### src/rtl/banco_registradores_pkg.sv
// Width constants and types shared by the register file and the ALU.
// No logic: types, constants and one elaboration-time helper.
// Backpressure: not applicable.
package pacote_processador;

    localparam int LARGURA_DADO = 8;
    localparam int NUM_REGS     = 8;
    localparam int END_W        = 3;

    typedef logic [END_W-1:0]        end_reg_t;
    typedef logic [LARGURA_DADO-1:0] palavra_t;

    function automatic bit eh_pot2(input int n);
        return (n > 0) && ((n & (n - 1)) == 0);
    endfunction

endpackage

### src/rtl/banco_registradores_latch_operandos.sv
// Operand latch feeding the ALU; priority reset > descartar > segurar > load.
// Latency: 1 cycle from the read data to operando1/2 and dado_valido.
// Backpressure: segurar holds the operands and valid; descartar inserts a bubble.
module latch_operandos
    import pacote_processador::*;
#(
    parameter int LARGURA = pacote_processador::LARGURA_DADO
) (
    input  logic               clock,
    input  logic               reset,
    input  logic               segurar,
    input  logic               descartar,
    input  logic               le_valido,
    input  logic [LARGURA-1:0] leitura1,
    input  logic [LARGURA-1:0] leitura2,
    output logic [LARGURA-1:0] operando1,
    output logic [LARGURA-1:0] operando2,
    output logic               dado_valido
);

    logic [LARGURA-1:0] operando1_d, operando1_q;
    logic [LARGURA-1:0] operando2_d, operando2_q;
    logic               valido_d, valido_q;

    always_comb begin
        operando1_d = operando1_q;
        operando2_d = operando2_q;
        valido_d    = valido_q;
        if (descartar) begin
            operando1_d = '0;
            operando2_d = '0;
            valido_d    = 1'b0;
        end else if (!segurar) begin
            // Operands load even without a valid request; only the flag tracks le_valido.
            operando1_d = leitura1;
            operando2_d = leitura2;
            valido_d    = le_valido;
        end
    end

    always_ff @(posedge clock) begin
        if (reset) begin
            operando1_q <= '0;
            operando2_q <= '0;
            valido_q    <= 1'b0;
        end else begin
            operando1_q <= operando1_d;
            operando2_q <= operando2_d;
            valido_q    <= valido_d;
        end
    end

    assign operando1   = operando1_q;
    assign operando2   = operando2_q;
    assign dado_valido = valido_q;

endmodule

### src/rtl/banco_registradores.sv
// Register file with write-first bypass and a registered operand pair for the ALU.
// Latency: 1 cycle; segurar stalls and descartar flushes the latch. BANCO_R0_ZERO_EN: r0 reads as zero.
// Backpressure: writes always proceed; only the operand latch honours segurar/descartar.
module banco_registradores
    import pacote_processador::*;
#(
    parameter int LARGURA  = pacote_processador::LARGURA_DADO,
    parameter int NUM_REGS = pacote_processador::NUM_REGS,
    parameter int END_W    = pacote_processador::END_W
) (
    input  logic               clock,
    input  logic               reset,
    input  logic               le_valido,
    input  logic [END_W-1:0]   end_leitura1,
    input  logic [END_W-1:0]   end_leitura2,
    input  logic               escreve,
    input  logic [END_W-1:0]   end_escrita,
    input  logic [LARGURA-1:0] dado_escrita,
    input  logic               segurar,
    input  logic               descartar,
    output logic [LARGURA-1:0] operando1,
    output logic [LARGURA-1:0] operando2,
    output logic               dado_valido
);

    if (NUM_REGS < 2 || !eh_pot2(NUM_REGS) || END_W != $clog2(NUM_REGS)) begin : g_param_invalido
        $error("banco_registradores: NUM_REGS must be a power of two >= 2 and END_W = log2(NUM_REGS)");
    end

    logic [LARGURA-1:0] regs_q [NUM_REGS];
    logic [LARGURA-1:0] regs_d [NUM_REGS];
    logic               escrita_ok;
    logic [LARGURA-1:0] leitura1, leitura2;

`ifdef BANCO_R0_ZERO_EN
    // r0 never takes a write, so it stays at its reset value of zero and never forwards.
    assign escrita_ok = escreve && (end_escrita != '0);
`else
    assign escrita_ok = escreve;
`endif

    always_comb begin
        regs_d = regs_q;
        if (escrita_ok) begin
            regs_d[end_escrita] = dado_escrita;
        end
    end

    always_comb begin
        leitura1 = regs_q[end_leitura1];
        leitura2 = regs_q[end_leitura2];
        if (escrita_ok && end_escrita == end_leitura1) begin
            leitura1 = dado_escrita;
        end
        if (escrita_ok && end_escrita == end_leitura2) begin
            leitura2 = dado_escrita;
        end
    end

    always_ff @(posedge clock) begin
        if (reset) begin
            for (int i = 0; i < NUM_REGS; i++) begin
                regs_q[i] <= '0;
            end
        end else begin
            regs_q <= regs_d;
        end
    end

    latch_operandos #(
        .LARGURA(LARGURA)
    ) u_latch (
        .clock      (clock),
        .reset      (reset),
        .segurar    (segurar),
        .descartar  (descartar),
        .le_valido  (le_valido),
        .leitura1   (leitura1),
        .leitura2   (leitura2),
        .operando1  (operando1),
        .operando2  (operando2),
        .dado_valido(dado_valido)
    );

endmodule
### config.mk
export PLATFORM = sky130hd
export DESIGN_NAME = banco_registradores
export DESIGN_NICKNAME = d
export VERILOG_FILES = /design/src/rtl/banco_registradores_pkg.sv /design/src/rtl/banco_registradores_latch_operandos.sv /design/src/rtl/banco_registradores.sv
export SDC_FILE = /design/constraint.sdc
export NUM_CORES = 1
export LEC_CHECK = 0
export BUFFER_PORTS_ARGS = -buffer_cell sky130_fd_sc_hd__buf_2
export CELL_PAD_IN_SITES_DETAIL_PLACEMENT = 1
export CELL_PAD_IN_SITES_GLOBAL_PLACEMENT = 2
export CORE_MARGIN = 5
export CORE_UTILIZATION = 29
export DETAILED_ROUTE_END_ITERATION = 10
export MAX_ROUTING_LAYER = met4
export PLACE_DENSITY_LB_ADDON = 0.1
export SYNTH_ARGS = -nofsm -noshare
export SYNTH_HDL_FRONTEND = slang
export SYNTH_SLANG_ARGS = --single-unit
### constraint.sdc
create_clock -name clock -period 3.2 [get_ports clock]
set_input_delay 0.16 -clock clock [delete_from_list [all_inputs] [get_ports clock]]
set_output_delay 0.16 -clock clock [all_outputs]
set_load 0.005 [all_outputs]
# Yosys cells after proc, flatten, opt, wreduce, memory -nomap -nowiden
# Index checks and enable logic that the tools add are counted.
# op_classes
bitwise_logic	3
n_reduce_logical	4
eq_ne	2
order_cmp	4
mux	11
# op_table
cell	n
bitwise mux 64 bit	1
two-way mux 8 bit	7
binary-select mux 8 bit (select 3 bit)	2
demux 8 bit (select 3 bit)	1
>= comparator 4 bit, second input constant	3
NOT 3 -> 4 bit	3
equality test 3 bit	2
less-than comparator 4 x 1 -> 1 bit, second input constant	1
logical AND 1 bit	3
OR reduction 2 bit	1
# word_totals
output_inout_bits	17
reg_bits	81
in_bits	23
elab_cells	35

# Depth between registers and ports, before layout
# logic_depth
ltp_word	6
ltp_mapped	5
ltp_nobuf	3

# Hierarchy
# From an unflattened synthesis, not the netlist that was laid out.
# unflattened
cells_unflattened	410
area_unflattened_um2	4362.9
# modules_own_cells
module	n_inst	cells_per_inst	area_per_inst_um2	seq_area_each_um2
banco_registradores	1	354	3733.6	1281.2
latch_operandos	1	56	629.4	340.3

# Worst setup path after synthesis
# Ideal clock, no wire load.
# synth_path
kind	input -> register
from	input end_leitura1[2]
to	register u_latch.operando1_q[0] (netlist: u_latch.operando1[0])
setup_time_ns	0.144
path_buffers	2
path_slack_ns	1.703
required_ns	3.056
cell_stages	5
t_arrival_ns	1.353
cell_sequence	buf_4 buf_2 mux4_2 mux2i_1 o221ai_1
# synth_between
elab_chain_len	5
word_cells_on_any_way	7
cone_classes	1 x eq/ne; 4 x mux; 1 x bitwise; 1 x reduce/logical
# synth_lines
element	line_no	rtl
from (decl)	banco_registradores.sv:14	input logic [END_W-1:0] end_leitura1,
NOT 3 -> 4 bit (not written as such)	banco_registradores.sv:50	leitura1 = regs_q[end_leitura1];
binary-select mux 8 bit (select 3 bit)	banco_registradores.sv:50	
two-way mux 8 bit (not written as such) (2 in a row)	banco_registradores.sv:50	
two-way mux 8 bit (*)	banco_registradores.sv:52	if (escrita_ok && end_escrita == end_leitura1) begin
to (signal assigned)	banco_registradores_latch_operandos.sv:47	operando1_q <= operando1_d;
to (decl)	banco_registradores_latch_operandos.sv:21	logic [LARGURA-1:0] operando1_d, operando1_q;
# Every way passes the cells marked *; elsewhere a longest branch is shown, timed or not. The select of a mux whose other input is x is not followed.
# A chain may end at the register's enable or synchronous reset.

# Worst setup path in the final report
# layout_path
from	input end_leitura2[1]
to	register u_latch.operando2_q[6] (netlist: u_latch.operando2[6])
# layout_between
elab_chain_len	5
word_cells_on_any_way	7
cone_classes	1 x eq/ne; 4 x mux; 1 x bitwise; 1 x reduce/logical
# layout_lines
element	line_no	rtl
from (decl)	banco_registradores.sv:15	input logic [END_W-1:0] end_leitura2,
NOT 3 -> 4 bit (not written as such)	banco_registradores.sv:51	leitura2 = regs_q[end_leitura2];
binary-select mux 8 bit (select 3 bit)	banco_registradores.sv:51	
two-way mux 8 bit (not written as such) (2 in a row)	banco_registradores.sv:51	
two-way mux 8 bit (*)	banco_registradores.sv:55	if (escrita_ok && end_escrita == end_leitura2) begin
to (signal assigned)	banco_registradores_latch_operandos.sv:48	operando2_q <= operando2_d;
to (decl)	banco_registradores_latch_operandos.sv:22	logic [LARGURA-1:0] operando2_d, operando2_q;
# Marked as above.

==> flow_summary.toml <==
[die]
die_x_um = 128
die_h_um = 128
start_util_pct = 29.4
ios = 40
dieArea_um2 = 16500
design.core.area_um2 = 13800
row_count = 43

[synth]
ys_ff_latch = 81
syn_area_um2 = 4070
syn_nets = 429
synth_ff_type = "dfxtp_1"
synth_edf_count = 0
seq_area_frac_synth_pct = 39.9
avgSynthCellArea_um2 = 10.0
synth_cell_types = 29
async_flop_share_pct = 0
netlist_instances = 406
synth_warnings = 0

[place]
dp_cells = 591
post-dp-hpwl_um = 9040
routabilityCongestion = 0.740
post-place-ws_ns = 1.12
place_area_um2 = 4340
port_buffers = 39

[sta]
tightestPinTransition_ns = 1.10
fin_tns_setup_ns = 0
rsz0062_at_grt = "no"
drv_slew = 0
setup_viol = 0
max_freq_mhz = 600
final.setup.worst_slack_ns = 1.53
skew_ns = 0.00846
finalCritPeriodShare_pct = 52.1
finalCriticalPeriod_ns = 1.67
relSlewSlack_pct = 26.1
finalHoldViolCount = 0

[pwr]
p_clk_share_pct = 45.5
net-switching-power_uw = 596
pwr-share-comb_pct = 9.2
total_power_uw = 2310
p_per_area_nw_per_um2 = 498
p_leak_uw = 0.00166
swShare_pct = 25.8
ir_drop_uv = 223
internal-power_uw = 1710
seqPwrFrac_pct = 45.2

[routing]
drt-pass1-iter-count = 4
vias_per_cell = 5.22
routed_wl_um = 13700
drc = 0
postRouteAntennaNets = 0
drt_iter0_markers = 166
avgRoutedWirePerCell_um = 22.6
num_vias = 3170

[cells_and_area]
syn_to_final_growth_pct = 13.9
final_cell_area_um2 = 4630
antenna_cells = 0
drive_gt1_share_pct = 23.9
multi_input_area_um2 = 2220
final_nets = 445
register_area_um2 = 1620
fillers = 1593
stdcell_count = 607

[worst_setup_path]
worstPathMaxFanout = 9
cp.arrival_ns = 1.86
startpoint = "end_leitura2[1]"
crit_type = "input pin to flop"
r2r_start = "regs_q[33]"
cp-end-kind = "flop"
cp-start-kind = "input pin"
worstPathRequired_ns = 3.39

[cts]
clock_latency_ns = 0.35
numCtsBuffers = 9
hold_buffers = 0
cts.sinks = 81
cts_root_buf = "clkbuf_16"
cts_resized = 0
path_clk_slew_ns = 0.06
h-tree-depth = 3
post_cts_buffers = 0
tritoncts = "done"
cts_buffer_depth = 2

[grt]
grt_overflow = 0
antenna_found_initial = 0
grt_pass1_vias = 3242
groute.usage.overall_pct = 17.9
grt_pass1_wl_um = 20800
grt_max_degree = 66

[run]
maxCapViolCount = 0

[outcome]
status = "finished clean"

[hold_path]
hp-start = "descartar"
holdCritPathClass = "input pin to flop"
-- path summary, 6_finish.rpt --
kind,end,slack (ns),cells after the start
hold reg to reg,u_latch.operando1[2],0.46,2
setup reg to reg,u_latch.operando2[1],1.82,3
setup / recovery,u_latch.operando2[6],1.53,4
hold / removal,u_latch.dado_valido,0.03,2
-- power by group through the flow --
stage	clock network (uW)	registers, uW	logic, uW
4_1_cts	1080	1040	217
3_3_place_gp	0	1070	215
3_5_place_dp	0	1070	217
2_1_floorplan	0	1060	152
5_1_grt	1120	1040	233
6_report	1050	1040	213
-- logic make-up (layout without fill, tap and decap cells) --
kind of cell	after synthesis	after routing	share of synthesized area, %
compound gates	58	58	9.44
mux	73	73	27.8
xor+xnor	6	6	1.48
buf+inv	49	70	5.91
flops	81	81	39.9
simple gates	139	139	15.5
-- area by class of cell --
| type | count | share of cell area, % |
|---|---|---|
| tap | 180 | 4.86 |
| inverter | 9 | 0.729 |
| clock inverter | 7 | 1.51 |
| timing repair buffer | 45 | 5.18 |
| clock buffer | 9 | 4.86 |
| multi-input combinational | 276 | 47.9 |
| sequential | 81 | 35.0 |
-- worst max-delay path: stages --
cell,delay (ns)
buf_2,0.33
xor2_1,0.16
o41ai_2,0.95
o221ai_1,0.25
-- state kept, by name, indices dropped and copies added, names as in the netlist --
register and count:
u_latch.dado_valido 1, u_latch.operando1 8, u_latch.operando2 8, regs_q 64
-- layer usage --
layer  track usage (%)  part of all wire, %
met2              26.5                   44
met5                 -                    0
met4              5.93                  1.6
met1              24.9                   50
met3              2.82                  4.1
-- cells in the final DEF, fill, tap and decap left out --
master and n:
a21oi_1 40, and4_1 1, and4b_1 3, and4bb_2 1
buf_2 39, buf_4 6, bufinv_16 1, clkbuf_16 9
clkinv_2 3, clkinv_4 1, clkinvlp_4 1, dfxtp_1 81
inv_1 9, inv_6 1, mux2i_1 41, mux4_2 32
nand2_1 96, nand4_1 1, nand4b_1 3, nor2_1 24
nor3_1 2, nor3b_2 1, nor4b_1 1, nor4b_2 1
nor4bb_2 2, o221ai_1 16, o41ai_2 1, o41ai_4 1
or4b_1 2, or4b_2 1, xor2_1 5, xor2_2 1
-- per-stage QoR --
step / hold WS (ns) / utilization, %
floorplan: 0.239 / -
detailed placement: 0.402 / 31.4
global route: 0.0460 / 33.5
global placement: 0.388 / 31.4
CTS: 0.0312 / 33.5
finish: 0.0345 / 33.5
-- cells in the mapped netlist (2+ instances only) --
| cell type | count | share of area [%] |
|---|---|---|
| nand2_1 | 96 | 8.9 |
| dfxtp_1 | 81 | 40 |
| mux2i_1 | 41 | 10 |
| a21oi_1 | 40 | 4.9 |
| mux4_2 | 32 | 18 |
| nor2_1 | 24 | 2.2 |
| clkbuf_1 | 16 | 1.5 |
| o221ai_1 | 16 | 3.4 |
| buf_2 | 11 | 1.4 |
| inv_1 | 9 | 0.83 |
| clkbuf_2 | 7 | 0.86 |
| xor2_1 | 5 | 1.1 |
| and4b_1 | 3 | 0.74 |
| buf_4 | 3 | 0.55 |
| buf_6 | 3 | 0.83 |
| nand4b_1 | 3 | 0.65 |
| nor3_1 | 2 | 0.25 |
| nor4bb_1 | 2 | 0.49 |
| or4b_1 | 2 | 0.49 |
(Power assumes the default switching activity.)
